**config.mk**
```make
export PLATFORM = sky130hd
export DESIGN_NAME = uart_rx_fifo_flat
export DESIGN_NICKNAME = d
export VERILOG_FILES = /design/src/rtl/uart_pkg.sv /design/src/rtl/uart_rx_fifo_if.sv /design/src/rtl/sync_fifo_8.sv /design/src/rtl/uart_rx_fifo.sv /design/src/flat_wrapper.sv
export SDC_FILE = /design/constraint.sdc
export NUM_CORES = 1
export LEC_CHECK = 0
export CORE_AREA = 2 2 164 166
export DETAILED_ROUTE_END_ITERATION = 8
export DIE_AREA = 0 0 166 168
export HOLD_SLACK_MARGIN = 0.06
export PLACE_DENSITY_LB_ADDON = 0.1
export SYNTH_ARGS = -nofsm -noshare
export SYNTH_HDL_FRONTEND = slang
export SYNTH_SLANG_ARGS = --single-unit
```
**constraint.sdc**
```tcl
create_clock -name clk_48_i -period 9.6 [get_ports clk_48_i]
set_input_delay 2.4 -clock clk_48_i [delete_from_list [all_inputs] [get_ports clk_48_i]]
set_output_delay 2.4 -clock clk_48_i [all_outputs]
set_load 0.1 [all_outputs]
```
**src/rtl/uart_pkg.sv**
```systemverilog
// Shared constants for the uart RX FIFO block: master FSM encoding,
// default addresses and the bit layout of the DATA and STAT words.
package uart_pkg;

  localparam logic [31:0] UART_ADR_DEF    = 32'h0000_00FF;
  localparam logic [31:0] DATA_ADR_DEF    = 32'h0000_0100;
  localparam logic [31:0] STAT_ADR_DEF    = 32'h0000_0101;
  localparam int unsigned DEPTH_LOG2_DEF  = 4;
  localparam logic [3:0]  ACK_TIMEOUT_DEF = 4'd15;

  // One-hot master FSM states
  localparam int unsigned M_STATE_W = 3;
  localparam logic [M_STATE_W-1:0] M_IDLE = 3'b001;
  localparam logic [M_STATE_W-1:0] M_READ = 3'b010;
  localparam logic [M_STATE_W-1:0] M_GAP  = 3'b100;

  // STAT word bit positions
  localparam int unsigned STAT_EMPTY     = 0;
  localparam int unsigned STAT_FULL      = 1;
  localparam int unsigned STAT_OVF       = 2;
  localparam int unsigned STAT_ERR       = 3;
  localparam int unsigned STAT_COUNT_LSB = 8;

  // DATA word valid flag position
  localparam int unsigned DATA_VALID = 8;

  // DATA word for a valid head byte
  function automatic logic [31:0] data_word(input logic [7:0] b);
    logic [31:0] w;
    w             = '0;
    w[DATA_VALID] = 1'b1;
    w[7:0]        = b;
    return w;
  endfunction

  // STAT word assembled from FIFO/flag state
  function automatic logic [31:0] stat_word(input logic [7:0] cnt, input logic err,
                                            input logic ovf, input logic full,
                                            input logic empty);
    logic [31:0] w;
    w                                       = '0;
    w[STAT_COUNT_LSB+7:STAT_COUNT_LSB]      = cnt;
    w[STAT_ERR]                             = err;
    w[STAT_OVF]                             = ovf;
    w[STAT_FULL]                            = full;
    w[STAT_EMPTY]                           = empty;
    return w;
  endfunction

endpackage

```
**src/rtl/uart_rx_fifo_if.sv**
```systemverilog
// Wishbone classic bus bundle; master drives the request, slave answers.
interface uart_rx_fifo_if;
  logic [31:0] adr;
  logic [31:0] wdat;
  logic [31:0] rdat;
  logic        we;
  logic        stb;
  logic        cyc;
  logic [3:0]  sel;
  logic        ack;

  modport master (output adr, wdat, we, stb, cyc, sel, input rdat, ack);
  modport slave  (input adr, wdat, we, stb, cyc, sel, output rdat, ack);
endinterface

```
**src/rtl/sync_fifo_8.sv**
```systemverilog
// Byte FIFO with count; push accepted when not full or when popping in
// the same cycle, flush overrides everything.
module sync_fifo_8 #(
  parameter int unsigned DEPTH_LOG2 = 4
) (
  input  logic                clk,
  input  logic                rst,
  input  logic                push,
  input  logic                pop,
  input  logic                flush,
  input  logic [7:0]          wdata,
  output logic [7:0]          rdata,
  output logic [DEPTH_LOG2:0] count,
  output logic                empty,
  output logic                full
);

  localparam int unsigned DEPTH = 1 << DEPTH_LOG2;
  localparam int unsigned CW    = DEPTH_LOG2 + 1;

  logic [7:0]            mem [DEPTH];
  logic [DEPTH_LOG2-1:0] wr_ptr;
  logic [DEPTH_LOG2-1:0] rd_ptr;
  logic                  do_pop;
  logic                  do_push;

  assign empty   = (count == '0);
  assign full    = (count == CW'(DEPTH));
  assign rdata   = mem[rd_ptr];
  assign do_pop  = pop & ~empty;
  assign do_push = push & (~full | do_pop);

  // Pointer and occupancy tracking
  always_ff @(posedge clk) begin
    if (rst || flush) begin
      wr_ptr <= '0;
      rd_ptr <= '0;
      count  <= '0;
    end else begin
      if (do_push) wr_ptr <= wr_ptr + 1'b1;
      if (do_pop)  rd_ptr <= rd_ptr + 1'b1;
      case ({do_push, do_pop})
        2'b10:   count <= count + 1'b1;
        2'b01:   count <= count - 1'b1;
        default: count <= count;
      endcase
    end
  end

  // Storage write; no reset needed on the array
  always_ff @(posedge clk) begin
    if (!rst && !flush && do_push) mem[wr_ptr] <= wdata;
  end

endmodule

```
**src/rtl/uart_rx_fifo.sv**
```systemverilog
// Drains received bytes from the upstream uart into a FIFO and exposes
// the FIFO to the CPU through DATA (pop) and STAT (status/flush) registers.
module uart_rx_fifo
  import uart_pkg::*;
#(
  parameter logic [31:0] UART_ADR    = UART_ADR_DEF,
  parameter logic [31:0] DATA_ADR    = DATA_ADR_DEF,
  parameter logic [31:0] STAT_ADR    = STAT_ADR_DEF,
  parameter int unsigned DEPTH_LOG2  = DEPTH_LOG2_DEF,
  parameter logic [3:0]  ACK_TIMEOUT = ACK_TIMEOUT_DEF
) (
  input  logic                  clk_48_i,
  input  logic                  rst_i,
  uart_rx_fifo_if.slave         cpu,
  uart_rx_fifo_if.master        uart,
  input  logic                  uart_irq_i,
  output logic                  irq_o
);

  logic [M_STATE_W-1:0] m_state;
  logic [3:0]           timer;
  logic                 m_cyc;
  logic                 ovf;
  logic                 err;
  logic                 ack_q;
  logic [31:0]          dat_q;

  logic                 hit_data;
  logic                 hit_stat;
  logic                 req;
  logic                 rd_data;
  logic                 rd_stat;
  logic                 flush;
  logic                 push;
  logic                 pop;
  logic                 ovf_set;
  logic                 err_set;

  logic [7:0]           head;
  logic [DEPTH_LOG2:0]  count;
  logic                 empty;
  logic                 full;
  logic                 unused;

  assign unused = ^{cpu.sel, cpu.wdat[31:1], uart.rdat[31:8]};

  // Slave request decode
  assign hit_data = (cpu.adr == DATA_ADR);
  assign hit_stat = (cpu.adr == STAT_ADR);
  assign req      = cpu.cyc & cpu.stb & (hit_data | hit_stat) & ~ack_q;
  assign rd_data  = req & ~cpu.we & hit_data;
  assign rd_stat  = req & ~cpu.we & hit_stat;
  assign flush    = req & cpu.we & hit_stat & cpu.wdat[0];
  assign pop      = rd_data & ~empty;

  // Master-side push and flag set conditions
  assign push    = (m_state == M_READ) & uart.ack;
  assign ovf_set = push & full & ~pop & ~flush;
  assign err_set = (m_state == M_READ) & ~uart.ack & (timer == 4'd0);

  sync_fifo_8 #(.DEPTH_LOG2(DEPTH_LOG2)) u_fifo (
    .clk   (clk_48_i),
    .rst   (rst_i),
    .push  (push),
    .pop   (pop),
    .flush (flush),
    .wdata (uart.rdat[7:0]),
    .rdata (head),
    .count (count),
    .empty (empty),
    .full  (full)
  );

  // Master FSM: one bounded read per irq, then a gap cycle so irq can clear
  always_ff @(posedge clk_48_i) begin
    if (rst_i) begin
      m_state <= M_IDLE;
      m_cyc   <= 1'b0;
      timer   <= 4'd0;
    end else begin
      case (m_state)
        M_IDLE: begin
          if (uart_irq_i) begin
            m_state <= M_READ;
            m_cyc   <= 1'b1;
            timer   <= ACK_TIMEOUT;
          end
        end
        M_READ: begin
          if (uart.ack || timer == 4'd0) begin
            m_state <= M_GAP;
            m_cyc   <= 1'b0;
          end else begin
            timer <= timer - 4'd1;
          end
        end
        M_GAP: begin
          m_state <= M_IDLE;
        end
        default: begin
          m_state <= M_IDLE;
          m_cyc   <= 1'b0;
        end
      endcase
    end
  end

  assign uart.cyc  = m_cyc;
  assign uart.stb  = m_cyc;
  assign uart.adr  = UART_ADR;
  assign uart.wdat = 32'h0;
  assign uart.we   = 1'b0;
  assign uart.sel  = 4'hF;

  // Slave response, read data and sticky flags (set beats status-read clear)
  always_ff @(posedge clk_48_i) begin
    if (rst_i) begin
      ack_q <= 1'b0;
      dat_q <= 32'h0;
      ovf   <= 1'b0;
      err   <= 1'b0;
    end else begin
      ack_q <= req;
      if (rd_data) dat_q <= empty ? 32'h0 : data_word(head);
      if (rd_stat) dat_q <= stat_word(8'(count), err, ovf, full, empty);
      ovf <= ovf_set | (ovf & ~rd_stat);
      err <= err_set | (err & ~rd_stat);
    end
  end

  assign cpu.ack  = ack_q;
  assign cpu.rdat = dat_q;
  assign irq_o    = (count != '0);

endmodule

```
**src/flat_wrapper.sv**
```systemverilog
// flat-port wrapper written by rule: the top's interface ports become plain ports
module uart_rx_fifo_flat import uart_pkg::*;
#(
  parameter logic [31:0] UART_ADR    = UART_ADR_DEF,
  parameter logic [31:0] DATA_ADR    = DATA_ADR_DEF,
  parameter logic [31:0] STAT_ADR    = STAT_ADR_DEF,
  parameter int unsigned DEPTH_LOG2  = DEPTH_LOG2_DEF,
  parameter logic [3:0]  ACK_TIMEOUT = ACK_TIMEOUT_DEF
)
  (clk_48_i, rst_i, uart_irq_i, irq_o, cpu_adr, cpu_wdat, cpu_we, cpu_stb, cpu_cyc, cpu_sel, cpu_rdat, cpu_ack, uart_adr, uart_wdat, uart_we, uart_stb, uart_cyc, uart_sel, uart_rdat, uart_ack);
  uart_rx_fifo_if cpu_i ();
  uart_rx_fifo_if uart_i ();
  input  logic clk_48_i;
  input  logic rst_i;
  input  logic uart_irq_i;
  output logic irq_o;
  input wire logic [$bits(cpu_i.adr)-1:0] cpu_adr;
  input wire logic [$bits(cpu_i.wdat)-1:0] cpu_wdat;
  input wire logic [$bits(cpu_i.we)-1:0] cpu_we;
  input wire logic [$bits(cpu_i.stb)-1:0] cpu_stb;
  input wire logic [$bits(cpu_i.cyc)-1:0] cpu_cyc;
  input wire logic [$bits(cpu_i.sel)-1:0] cpu_sel;
  output wire logic [$bits(cpu_i.rdat)-1:0] cpu_rdat;
  output wire logic [$bits(cpu_i.ack)-1:0] cpu_ack;
  output wire logic [$bits(uart_i.adr)-1:0] uart_adr;
  output wire logic [$bits(uart_i.wdat)-1:0] uart_wdat;
  output wire logic [$bits(uart_i.we)-1:0] uart_we;
  output wire logic [$bits(uart_i.stb)-1:0] uart_stb;
  output wire logic [$bits(uart_i.cyc)-1:0] uart_cyc;
  output wire logic [$bits(uart_i.sel)-1:0] uart_sel;
  input wire logic [$bits(uart_i.rdat)-1:0] uart_rdat;
  input wire logic [$bits(uart_i.ack)-1:0] uart_ack;
  assign cpu_i.adr = cpu_adr;
  assign cpu_i.wdat = cpu_wdat;
  assign cpu_i.we = cpu_we;
  assign cpu_i.stb = cpu_stb;
  assign cpu_i.cyc = cpu_cyc;
  assign cpu_i.sel = cpu_sel;
  assign cpu_rdat = cpu_i.rdat;
  assign cpu_ack = cpu_i.ack;
  assign uart_adr = uart_i.adr;
  assign uart_wdat = uart_i.wdat;
  assign uart_we = uart_i.we;
  assign uart_stb = uart_i.stb;
  assign uart_cyc = uart_i.cyc;
  assign uart_sel = uart_i.sel;
  assign uart_i.rdat = uart_rdat;
  assign uart_i.ack = uart_ack;
  uart_rx_fifo #(.UART_ADR(UART_ADR), .DATA_ADR(DATA_ADR), .STAT_ADR(STAT_ADR), .DEPTH_LOG2(DEPTH_LOG2), .ACK_TIMEOUT(ACK_TIMEOUT)) u_core (.clk_48_i(clk_48_i), .rst_i(rst_i), .cpu(cpu_i), .uart(uart_i), .uart_irq_i(uart_irq_i), .irq_o(irq_o));
endmodule
```
After elaboration in Yosys (flattened, before gate mapping)
Memory sizes are Yosys's and may differ from the RTL's. A register that Yosys moved wholly into a read port is not among the register bits.
Index checks and enable logic that the tools add are counted.

storage, ports and cells
  memories kept = 1
  flip-flop bits (word level) = 37
  input port bits = 107
  word-level logic and storage cells = 94
  output and inout port bits = 105
  RAM bits = 128

operators by class
  eq/ne operators = 11
  bitwise gates (word level) = 33
  muxes and demuxes = 17
  reductions and logical operators = 16
  $add $sub $neg = 5

memories
  name               words  width  read ports  clocked after Yosys merged registers in  write ports  RTL line           text
  u_core.u_fifo.mem  16     8      1           1                                        1            sync_fifo_8.sv:21  logic [7:0] mem [DEPTH];

operators with widths
  cell                 count
  $eq 32x9->1 const B  2
  $mux 13              2
  $and 1x1->1          20
  $mux 4               4
  $pmux 5 s2           1
  $mux 9               1
  $not 1->1            9
  $add 4x1->4 const B  2
  $pmux 4 s2           1
  $mux 3               2
  $ne 2x2->1 const B   3
  $pmux 3 s2           1
  $reduce_and 3->1     2
  $reduce_bool 2->1    3
  $add 5x1->5 const B  1
  $eq 5x5->1 const B   1
  $logic_not 5->1      1
  $reduce_bool 5->1    1
  $sub 5x1->5 const B  1
  $logic_not 4->1      1
  $mux 1               4
  $or 1x1->1           4
  $sub 4x1->4 const B  1
  $eq 3x1->1 const B   1
  10 further kinds     13

Longest topological paths before layout
  word-level depth = 13
  gate-level depth with buffers = 11

Hierarchy
Synthesis repeated with hierarchy kept, for this count alone.

unflattened totals
  cell total of the unflattened synthesis = 565
  area total of the unflattened synthesis = 7858.8 um2

modules (own cells, without submodules)
  module        area each (um2)  cells an instance  times used
  sync_fifo_8   5866.9           331                1
  uart_rx_fifo  1991.9           234                1

Worst setup path before layout
OpenSTA, ideal clock, no wires.

  kind = input port to flip-flop
  start = input port cpu_adr[26]
  end = register u_core.u_fifo.count[4]
  arrival time = 4783 ps
  cell stages on the path = 10
  setup time = 80 ps
  slack = 4738 ps
  cell sequence = nor4_4 > nand4_4 > nor4b_4 > and2_2 > xor2_1 > ha_1 > nand2_1 > or3_1 > nand3_1 > nor3b_1

on the way
  cells in the longest elaborated chain, start to end = 12
  elaborated cells between the ends (all ways) = 19

RTL lines
  element                                          RTL line                                text
  start: declaration                               flat_wrapper.sv:17                      input wire logic [$bits(cpu_i.adr)-1:0] cpu_adr;
  $eq 32x9->1, on equally long branches            uart_rx_fifo.sv:48, uart_rx_fifo.sv:49
  $or 1x1->1                                       uart_rx_fifo.sv:50                      assign req = cpu.cyc & cpu.stb & (hit_data | hit_stat) & ~ack_q;
  $and 1x1->1 (2 in a row)                         uart_rx_fifo.sv:50
  $and 1x1->1 (2 in a row)                         uart_rx_fifo.sv:51                      assign rd_data = req & ~cpu.we & hit_data;
  $and 1x1->1                                      uart_rx_fifo.sv:54                      assign pop = rd_data & ~empty;
  $and 1x1->1                                      sync_fifo_8.sv:30                       assign do_pop = pop & ~empty;
  $or 1x1->1                                       sync_fifo_8.sv:31                       assign do_push = push & (~full | do_pop);
  $and 1x1->1                                      sync_fifo_8.sv:31
  $eq 2x1->1 or $eq 2x2->1 (tied branches)         sync_fifo_8.sv:42                       case ({do_push, do_pop})
  $pmux 5 s2 or $reduce_bool 2->1 (tied branches)  n/a
  end signal: assignment                           sync_fifo_8.sv:43                       2'b10: count <= count + 1'b1;
  end signal: assignment                           sync_fifo_8.sv:44                       2'b01: count <= count - 1'b1;
  end signal: assignment                           sync_fifo_8.sv:45                       default: count <= count;
  end: declaration                                 sync_fifo_8.sv:13                       output logic [DEPTH_LOG2:0] count,

Parallel ways exist; a longest one is shown, timed or not.
A chain may end at the register's enable or synchronous reset.

Worst setup path after layout
  start = input port cpu_adr[17]
  end = register u_core.u_fifo.count[2]

The elaborated chain is that of the path after synthesis.

==> out/metrics.csv <==
stage,metric,value,unit
setup_path,crit path DAT,5.62,ns
timing,Tmin final,5.31,ns
floorplan,Die Ht,168,um
layout,Fill cells,2566,
synth,Post-synth EDFFs,128,
timing,Final Hold Viols,0,
synth,Synth async-reset ratio,0,%
timing,Final TNS setup,0,ns
synth,Mean Syn Cell Area,14.7,sq um
timing,Final WS setup,4.29,ns
synth,distinct cell type count after synthesis,51,
synth,"Seq/Total Area, Yosys",60.1,%
placement,Placer Congestion,0.762,
floorplan,initial core utilization,29.4,%
cts,clk_lat worst skew,0.43,ns
timing,Worst-Margin Slew,1.01,ns
setup_path,WS Path Type,in2reg,
grt,first-pass GRT wire length,25.5,mm
synth,post-synthesis sequential element count,169,
pwr,VDD IR max,94.5,uV
placement,hpwl dp,11.4,mm
layout,Diodes inserted,0,
cts,Worst-path clk slew,0.06,ns
cts,CTS buffer count,17,
cts,"Setup Fix Bufs, Post-CTS",0,
cts,root buf cell,clkbuf_16,
run_status,run status,"finished, final reports clean",
grt,vias in the first global route,4242,
layout,fraction of layout cells with a size suffix above 1,16.3,%
cts,cts repair resizes,0,
floorplan,Die ar.,0.0279,sq mm
cts,Clock Tree Buf Depth,2,
grt,largest net degree at the start of global routing,33,
pwr,LEAKAGE,3.00,nW
grt,GRT overflow,0,
timing,Clock Skew,0.0131,ns
detailed_routing,DRT Pass-1 Iters,6,
synth,Synth Flop Type,edfxtp_1,
placement,dpl ws,3.83,ns
pwr,Pwr Density,185,mW/mm^2
timing,worst hold margin,0.460,ns
setup_path,worst-path fanout max,10,
detailed_routing,via count,4206,
cts,CTS Hold Buffers Added,0,
synth,"area leader, netlist",edfxtp_1,
synth,Synth area leaders,"edfxtp_1 50%, dfxtp_1 11%, mux4_2 10%",
min_path,hold path cells,2,
floorplan,IO Pins,212,
pwr,Final Power,1.66,mW
detailed_routing,via density per instance,4.44,
synth,Yosys warnings,0,
timing,unrepaired setup endpoints after global routing,no,
detailed_routing,drc violations,0,
setup_path,WP data required,9.91,ns
grt,antenna violations before repair,0,
layout,Layout area overhead,16.1,%
detailed_routing,First DRT Iteration DRCs,220,
detailed_routing,Routed WL,16.8,mm
detailed_routing,Detail Route Antenna Nets,0,
timing,setup violators final,0,
setup_path,type of origin of the critical path,primary input,
layout,# nets final,708,
floorplan,# rows,60,
timing,final slew viol count,0,
cts,CTS tree,yes,
floorplan,core area,0.0264,sq mm
grt,gr usage total,12.3,%
layout,final core utilization,34.2,%
synth,Yosys top cell area share,49.6,%
setup_path,Reg2Reg Depth,6,
timing,Fmax,188,MHz
synth,Netlist Area Pre-Place,0.00775,sq mm
setup_path,Worst Setup End Kind,flop,
timing,Slew HR,32.5,%
placement,port bufs,64,
flow_run,Max-cap violations,0,
synth,Post-Syn Instances,527,
timing,fin crit share,55.3,%
cts,# clock sinks,169,
min_path,Hold Path Class,reg2reg,
cts,H-tree Lvls,4,
detailed_routing,drt wl/cell,17.7,um
floorplan,chip width,166,um
-- report_power, final --
part / switching, mW / internal (mW) / total [mW]
clock: 0.298 / 0.364 / 0.662
combinational: 0.182 / 0.0265 / 0.208
sequential: 0.00344 / 0.788 / 0.791
-- layer usage --
layer	vias up	track usage, %	wire length, um
li1	1941	-	-
met1	2107	15.5	7570
met2	142	20.8	8140
met3	16	2.96	828
met4	0	4.35	250
met5	-	0	0
-- worst max-delay path, cell delays in order --
cell	delay [ns]
clkdlybuf4s50_1	0.45
nor4_4	0.35
nand4_4	0.26
nor4b_4	0.73
and2_2	0.30
xor2_1	0.16
ha_1	0.26
nand2_1	0.09
a211oi_1	0.38
o21a_1	0.20
nor3_2	0.04
-- Yosys cell counts (3+ instances only) --
cell type and number:
mux2i_1 7, a21oi_1 16, inv_1 11, xnor2_1 6, nor4_4 6, dfxtp_1 41, clkbuf_1 6, o21ai_0 7
buf_4 90, buf_2 11, mux4_2 36, nor4b_4 3, a211oi_1 8, or4_1 3, nor3_1 13, nor2_1 33
nor4_2 3, xor2_1 4, ha_1 7, nand3_1 11, nand2_1 14, and2_1 18, nor2b_1 4, a22oi_1 4
edfxtp_1 128
-- layout by cell type, fill, tap and decap left out, drive strengths merged, types with 14 or more instances in the layout --
cell type / count
nor3: 15
nor2: 34
clkdlybuf4s50: 64
mux4: 36
and2: 19
dfxtp: 41
nand2: 14
clkbuf: 18
conb: 88
a21oi: 16
edfxtp: 128
inv: 17
-- through the flow --
step	cells	cell area, sq um
after floorplan	613	8080
final	948	9000
after global routing	948	9000
after detailed placement	916	8430
after global placement	916	8430
after CTS	948	9000
-- cell type report --
cell class | instances | area (sq um) | share of cell area (%)
inverters | 11 | 41.3 | 0.459
clock inverters | 14 | 139 | 1.54
well taps | 341 | 427 | 4.74
repair buffers | 69 | 678 | 7.54
multi-input cells | 326 | 2620 | 29.1
clock buffers | 18 | 429 | 4.77
flip-flops and latches | 169 | 4670 | 51.9
-- state kept, by name, summed over array words and instances, names as in the netlist, 3 cells and up, named ones only --
name / flops
u_core.u_fifo.mem: 128
u_core.cpu.rdat: 13
u_core.u_fifo.count: 5
u_core.timer: 4
u_core.u_fifo.rd_ptr: 4
u_core.u_fifo.wr_ptr: 4
u_core.m_state: 3
-- logic make-up after synthesis --
| family | after synthesis | share of synthesized area [%] |
|---|---|---|
| multiplexers | 43 | 11.4 |
| other | 2 | 0.0968 |
| adder cells (fa/ha/maj) | 7 | 1.13 |
| XOR/XNOR | 10 | 1.13 |
| flip-flops | 169 | 60.1 |
| buffers and inverters | 118 | 10.2 |
| AND/OR/NAND/NOR | 127 | 11.1 |
| AO/OA/AOI/OAI | 51 | 4.76 |
-- worst paths after layout --
path	endpoint	slack (ns)	start
setup / recovery	u_core.u_fifo.count[2]	4.29	cpu_adr[17]
hold / removal	u_core.cpu.rdat[11]	0.46	u_core.cpu.rdat[11]
setup reg to reg	u_core.u_fifo.mem[11][4]	6.43	u_core.cpu.ack
hold reg to reg	u_core.cpu.rdat[11]	0.46	u_core.cpu.rdat[11]
Note: power is estimated with default switching activity, not from simulation.
